File: src/rtl/ram_arb_pkg.sv
// ============================================================================
//  Module   : ram_arb_pkg
//  Purpose  : Shared types and constants for the two-port RAM arbiter.
//             WE_WIDTH     - byte-enable width of the shared RAM port.
//             port_e       - requester index (IF = bit 0, DM = bit 1).
//             resp_owner_t - one-hot {dm, if} ownership of a RAM cycle.
//  Revision : 1.0 - initial release
// ============================================================================
`default_nettype none

package ram_arb_pkg;

  localparam int WE_WIDTH = 4;

  // One bit wide so it can index the 2-bit request/grant vectors directly.
  typedef enum logic {
    PORT_IF = 1'b0,
    PORT_DM = 1'b1
  } port_e;

  typedef logic [1:0] resp_owner_t;

endpackage : ram_arb_pkg

`default_nettype wire

File: src/rtl/rr_arb2.sv
// ============================================================================
//  Module   : rr_arb2
//  Purpose  : Two-entry round-robin grant logic used when RAM_ARB_RR_EN is
//             defined. A lone requester always wins; on contention the
//             preferred port wins and preference then flips to the loser.
//  Ports    : clk_i  - clock
//             rst_i  - synchronous active-high reset (forces gnt_o to 0)
//             req_i  - requests, indexed by port_e ({dm, if})
//             gnt_o  - one-hot combinational grants, indexed by port_e
//  Revision : 1.0 - initial release
// ============================================================================
`default_nettype none

module rr_arb2
  import ram_arb_pkg::*;
(
  input  logic       clk_i,
  input  logic       rst_i,
  input  logic [1:0] req_i,
  output logic [1:0] gnt_o
);

  // 0 = DM preferred, 1 = IF preferred
  logic prio_q;
  logic prio_d;

  always_comb begin
    gnt_o  = 2'b00;
    prio_d = prio_q;
    if (!rst_i) begin
      if (req_i[PORT_DM] && req_i[PORT_IF]) begin
        if (prio_q) gnt_o[PORT_IF] = 1'b1;
        else        gnt_o[PORT_DM] = 1'b1;
      end else begin
        gnt_o = req_i;
      end
      // Prefer whichever port did not just win.
      if (gnt_o[PORT_DM])      prio_d = 1'b1;
      else if (gnt_o[PORT_IF]) prio_d = 1'b0;
    end
  end

  always_ff @(posedge clk_i) begin
    if (rst_i) prio_q <= 1'b0;
    else       prio_q <= prio_d;
  end

endmodule : rr_arb2

`default_nettype wire

File: src/rtl/ram_arbiter_2p.sv
// ============================================================================
//  Module   : ram_arbiter_2p
//  Purpose  : Shares one single-port byte-write RAM between the core's
//             instruction-fetch port (IF, read-only) and data port (DM,
//             read/write). Per-cycle req/gnt arbitration; the winner drives
//             the RAM in the grant cycle and receives rvalid one cycle later.
//  Config   : RAM_ARB_RR_EN - when defined, round-robin arbitration (rr_arb2);
//             otherwise fixed priority DM over IF.
//  Ports    : clk_i, rst_i        - clock, synchronous active-high reset
//             if_req/addr/gnt     - IF request handshake
//             if_rvalid/rdata     - IF response
//             dm_req/we/addr/wdata/gnt - DM request handshake (we=0 is read)
//             dm_rvalid/rdata     - DM response (read data or write ack)
//             ram_we/addr/wdata   - RAM command port
//             ram_rdata_i         - RAM read data, one cycle after address
//  Revision : 1.0 - initial release
// ============================================================================
`default_nettype none

module ram_arbiter_2p
  import ram_arb_pkg::*;
#(
  parameter int ADDR_WIDTH = 10,
  parameter int DATA_WIDTH = 32
) (
  input  logic                  clk_i,
  input  logic                  rst_i,

  input  logic                  if_req_i,
  input  logic [ADDR_WIDTH-1:0] if_addr_i,
  output logic                  if_gnt_o,
  output logic                  if_rvalid_o,
  output logic [DATA_WIDTH-1:0] if_rdata_o,

  input  logic                  dm_req_i,
  input  logic [WE_WIDTH-1:0]   dm_we_i,
  input  logic [ADDR_WIDTH-1:0] dm_addr_i,
  input  logic [DATA_WIDTH-1:0] dm_wdata_i,
  output logic                  dm_gnt_o,
  output logic                  dm_rvalid_o,
  output logic [DATA_WIDTH-1:0] dm_rdata_o,

  output logic [WE_WIDTH-1:0]   ram_we_o,
  output logic [ADDR_WIDTH-1:0] ram_addr_o,
  output logic [DATA_WIDTH-1:0] ram_wdata_o,
  input  logic [DATA_WIDTH-1:0] ram_rdata_i
);

  logic [1:0]  w_req;
  logic [1:0]  w_gnt;
  resp_owner_t resp_owner_q;
  resp_owner_t resp_owner_d;

  always_comb begin
    w_req          = 2'b00;
    w_req[PORT_IF] = if_req_i;
    w_req[PORT_DM] = dm_req_i;
  end

`ifdef RAM_ARB_RR_EN
  rr_arb2 u_rr_arb2 (
    .clk_i (clk_i),
    .rst_i (rst_i),
    .req_i (w_req),
    .gnt_o (w_gnt)
  );
`else
  // Fixed priority: DM wins whenever it requests.
  always_comb begin
    w_gnt = 2'b00;
    if (!rst_i) begin
      if (w_req[PORT_DM])      w_gnt[PORT_DM] = 1'b1;
      else if (w_req[PORT_IF]) w_gnt[PORT_IF] = 1'b1;
    end
  end
`endif

  assign if_gnt_o = w_gnt[PORT_IF];
  assign dm_gnt_o = w_gnt[PORT_DM];

  // Winner drives the RAM; an idle cycle presents an all-zero command.
  always_comb begin
    ram_we_o    = '0;
    ram_addr_o  = '0;
    ram_wdata_o = '0;
    if (w_gnt[PORT_DM]) begin
      ram_we_o    = dm_we_i;
      ram_addr_o  = dm_addr_i;
      ram_wdata_o = dm_wdata_i;
    end else if (w_gnt[PORT_IF]) begin
      ram_addr_o  = if_addr_i;
    end
  end

  // Ownership of the response that the RAM returns next cycle.
  always_comb begin
    resp_owner_d = w_gnt;
  end

  always_ff @(posedge clk_i) begin
    if (rst_i) resp_owner_q <= '0;
    else       resp_owner_q <= resp_owner_d;
  end

  // The response of a grant issued just before reset is dropped: rvalid is
  // masked while reset is asserted, since the owner flop only clears at the
  // edge that ends that cycle.
  assign if_rvalid_o = resp_owner_q[PORT_IF] & ~rst_i;
  assign dm_rvalid_o = resp_owner_q[PORT_DM] & ~rst_i;

  assign if_rdata_o = ram_rdata_i;
  assign dm_rdata_o = ram_rdata_i;

endmodule : ram_arbiter_2p

`default_nettype wire

File: config.mk
export PLATFORM = sky130hd
export DESIGN_NAME = ram_arbiter_2p
export DESIGN_NICKNAME = d
export VERILOG_FILES = /design/src/rtl/ram_arb_pkg.sv /design/src/rtl/rr_arb2.sv /design/src/rtl/ram_arbiter_2p.sv
export SDC_FILE = /design/constraint.sdc
export NUM_CORES = 1
export LEC_CHECK = 0
export CORE_AREA = 2 2 81 83
export DETAILED_ROUTE_END_ITERATION = 10
export DIE_AREA = 0 0 83 85
export MAX_ROUTING_LAYER = met4
export PLACE_DENSITY = 0.81
export SLEW_MARGIN = 40
export SYNTH_ARGS = -nofsm -noshare
export SYNTH_HDL_FRONTEND = slang
export SYNTH_HIERARCHICAL = 1
export SYNTH_SLANG_ARGS = --single-unit
File: constraint.sdc
create_clock -name clk_i -period 1.5 [get_ports clk_i]
set_clock_uncertainty 0.2 [all_clocks]
set_input_delay 0.375 -clock clk_i [delete_from_list [all_inputs] [get_ports clk_i]]
set_output_delay 0.375 -clock clk_i [all_outputs]
set_load 0.005 [all_outputs]
==> flow_summary.rst <==
.. list-table::
   :header-rows: 1

   * - Metric
     - Value
   * - Status
     - finished, violations left
   * - Violations in the final reports
     - negative setup slack
   * - Crit path time final
     - 1.89 ns
   * - Net switching power
     - 0.170 mW
   * - Post-Route Hold Slack
     - 0.150 ns
   * - Post-place instance area
     - 1660 sq um
   * - Area of the placeable core
     - 6200 sq um
   * - Timing-limited maximum frequency
     - 0.529 GHz
   * - Share of synthesized area occupied by flip-flops and latches
     - 0.0419
   * - MaxCap Viol Count
     - 0
   * - Number of clock sinks
     - 2
   * - Router iterations before antenna repair
     - 4
   * - Nets@finish
     - 284
   * - Port Buffers
     - 109
   * - Internal power summed over all cells
     - 0.561 mW
   * - Number of inserted diodes
     - 0
   * - Leakage Power
     - 0.915 nW
   * - Tightest slew margin relative to the limit
     - 0.892
   * - Max FFs per register
     - 2
   * - Critical-path maximum fanout
     - 5
   * - Floorplan row count
     - 29
   * - Pin count of the biggest net entering global routing
     - 10
   * - Number of synthesized flops with an enable pin
     - 0
   * - Synthesized instance count
     - 126
   * - Share of layout cells above drive strength 1
     - 0.511
   * - Residual antenna-violating net count after detailed routing
     - 0
   * - DIE HEIGHT
     - 85 um
   * - Flip-flop and latch count after synthesis
     - 2
   * - Highest ir drop seen on vdd
     - 0.163 mV
   * - Number of buffers added by the clock tree synthesis step
     - 3
   * - Switch share
     - 0.233
   * - Setup Viol. Count Final
     - 48
   * - Period utilisation layout
     - 1.26
   * - Setup TNS
     - -14.72 ns
   * - Part of the power in the clock network
     - 0.283
   * - Die area
     - 7060 sq um
   * - Total power divided by cell area
     - 377 nW/um^2
   * - TritonCTS clock tree
     - built
   * - Vias post-DR
     - 1013
   * - Least-Margin Pin Slew
     - 0.162 ns
   * - Setup repair after global routing missed its margin
     - true
   * - Total routing usage reported by global routing
     - 0.120
   * - Vias/cell
     - 3.79
   * - Post-route cell area
     - 1940 sq um
   * - Die boundary width
     - 83 um
   * - Worst setup path class
     - in2out
   * - Number of antenna violations at the first check in global routing
     - 0
   * - Launching element type of the critical path
     - input port
   * - Final-report max-slew violation count
     - 0
   * - Clock transition at the registers of the reported paths
     - 0.03 ns
   * - CTS root buf
     - sky130_fd_sc_hd__clkbuf_8
   * - Largest reg by FF count
     - resp_owner_q
   * - Count of pins on the block boundary
     - 206
   * - Detailed-route DRC error count
     - 0
   * - Power consumption
     - 0.731 mW
   * - Final count of hold timing violations
     - 0
   * - Clk buf depth
     - 2
   * - Worst setup startpoint
     - dm_req_i
   * - Kind of capture point of the worst setup path
     - output pin
   * - CP Data Required Time
     - 0.92 ns
   * - Detail Placement HPWL
     - 2960 um
   * - Final worst setup slack
     - -0.389 ns
   * - Via count of the first global-routing pass
     - 1135
   * - Global-route wire length before repair
     - 6340 um
   * - Final wirelength
     - 4340 um
   * - Routability congestion estimate from global placement
     - 0.826
   * - Cell Area, Synth
     - 955 sq um
   * - Number of DRC markers after the initial detailed-route iteration
     - 19
   * - Largest registers
     - resp_owner_q (2)
   * - Top-area cell type share of the netlist area
     - 0.503
   * - Share of flip-flops with an asynchronous set or reset
     - 0
   * - Quantity of hold-fixing buffers added after cts
     - 0
   * - Final global-route overflow total
     - 0
   * - Hold Path Origin
     - rst_i
   * - Area growth syn-to-layout
     - 103%
   * - Post-detailed-route wirelength per cell
     - 16.3 um
   * - Starting density of the core
     - 0.154
   * - Tightest Hold Check Type
     - in2reg
   * - Core utilization of the finished layout
     - 0.313
   * - Largest cells by area after synthesis
     - sky130_fd_sc_hd__buf_4 (50%), sky130_fd_sc_hd__and2_1 (25%), sky130_fd_sc_hd__a32o_1 (10%), sky130_fd_sc_hd__buf_6 (5.9%), sky130_fd_sc_hd__dfxtp_1 (4.2%)
   * - Most used flip-flop cell after synthesis
     - sky130_fd_sc_hd__dfxtp_1
   * - Average footprint of a synthesized cell
     - 7.58 sq um
   * - Combinational fraction of design power
     - 0.639
   * - Cell type with the largest total area after synthesis
     - sky130_fd_sc_hd__buf_4
   * - Number of nets produced by synthesis
     - 218
   * - Most used standard cells in the synthesized netlist
     - sky130_fd_sc_hd__buf_4 (64), sky130_fd_sc_hd__and2_1 (38), sky130_fd_sc_hd__a32o_1 (10), sky130_fd_sc_hd__buf_6 (5), sky130_fd_sc_hd__nor2b_1 (3)
   * - Share of total power in sequential cells
     - 0.078
   * - CP Data Arrival Time
     - 1.31 ns
   * - H-Tree Level Count
     - 1
   * - Dominant cell by count in the synthesized netlist
     - sky130_fd_sc_hd__buf_4
   * - Total of warnings raised by yosys
     - 6
   * - Distinct cell type count of the synthesized netlist
     - 10
==> path summary, 6_finish.rpt <==
check | end | slack, ns | cells after the start
hold / removal | resp_owner_q[1] | 0.15 | 2
setup / recovery | ram_addr_o[0] | -0.39 | 7
==> cell families after synthesis <==
group | Yosys count | synth area share
AO/OA/AOI/OAI | 10 | 0.105
AND/OR/NAND/NOR | 43 | 0.282
flip-flops | 2 | 0.0419
buffers and inverters | 71 | 0.571
==> layer usage <==
layer	up-vias	share of wire	track usage
met3	27	0.10	0.0340
met2	84	0.52	0.233
met4	0	0.038	0.0611
met5	-	0	-
met1	435	0.34	0.106
li1	467	-	-
==> what timing repair did <==
item,4_1_cts,5_1_grt
pin swaps,16,7
gates resized for setup,256,12
buffers inserted,14,2
hold endpoints to repair,0,0
cloned,7,0
setup endpoints to repair,50,49
==> worst max-delay path: stages <==
cell and delay (ns):
sky130_fd_sc_hd__buf_6 0.09, sky130_fd_sc_hd__nor2b_4 0.13, sky130_fd_sc_hd__buf_12 0.13, sky130_fd_sc_hd__buf_8 0.12
sky130_fd_sc_hd__buf_16 0.13, sky130_fd_sc_hd__a32o_1 0.21, sky130_fd_sc_hd__buf_2 0.12
==> cell type report <==
class / instances / area (sq um)
fillers: 660 / 4260
flip-flops and latches: 2 / 40.0
clock buffers: 3 / 41.3
well taps: 77 / 96.3
multi-input cells: 53 / 423
repair buffers: 132 / 1340
==> placed cells by master (no fill, tap or decap) <==
| master | instances |
|---|---|
| sky130_fd_sc_hd__buf_6 | 22 |
| sky130_fd_sc_hd__buf_2 | 33 |
| sky130_fd_sc_hd__nor2b_1 | 3 |
| sky130_fd_sc_hd__clkbuf_8 | 3 |
| sky130_fd_sc_hd__buf_12 | 5 |
| sky130_fd_sc_hd__dfxtp_1 | 2 |
| sky130_fd_sc_hd__dlygate4sd2_1 | 2 |
| sky130_fd_sc_hd__buf_16 | 6 |
| sky130_fd_sc_hd__buf_4 | 5 |
| sky130_fd_sc_hd__a32o_1 | 9 |
| sky130_fd_sc_hd__nor2b_4 | 1 |
| sky130_fd_sc_hd__and2_4 | 16 |
| sky130_fd_sc_hd__nor2_4 | 1 |
| sky130_fd_sc_hd__clkdlybuf4s50_1 | 55 |
| sky130_fd_sc_hd__clkdlybuf4s15_2 | 1 |
| sky130_fd_sc_hd__and2_1 | 22 |
| sky130_fd_sc_hd__a32o_2 | 1 |
| sky130_fd_sc_hd__buf_8 | 3 |
==> per-stage QoR <==
stage / setup slack (ns) / cells
6_report: -0.389 / 267
5_1_grt: -0.407 / 267
4_1_cts: -0.388 / 268
3_5_place_dp: -1.07 / 246
3_3_place_gp: -1.09 / 246
2_1_floorplan: 0.00356 / 126
==> power groups by stage <==
| stage | sequential, mW | combinational, mW | clock, mW |
|---|---|---|---|
| floorplan | 0.0571 | 0.228 | 0 |
| global placement | 0.0572 | 0.373 | 0 |
| detailed placement | 0.0573 | 0.375 | 0 |
| CTS | 0.0567 | 0.467 | 0.215 |
| global route | 0.0568 | 0.498 | 0.222 |
| finish | 0.0568 | 0.467 | 0.207 |
No activity file was read; power rests on OpenSTA's default activity.
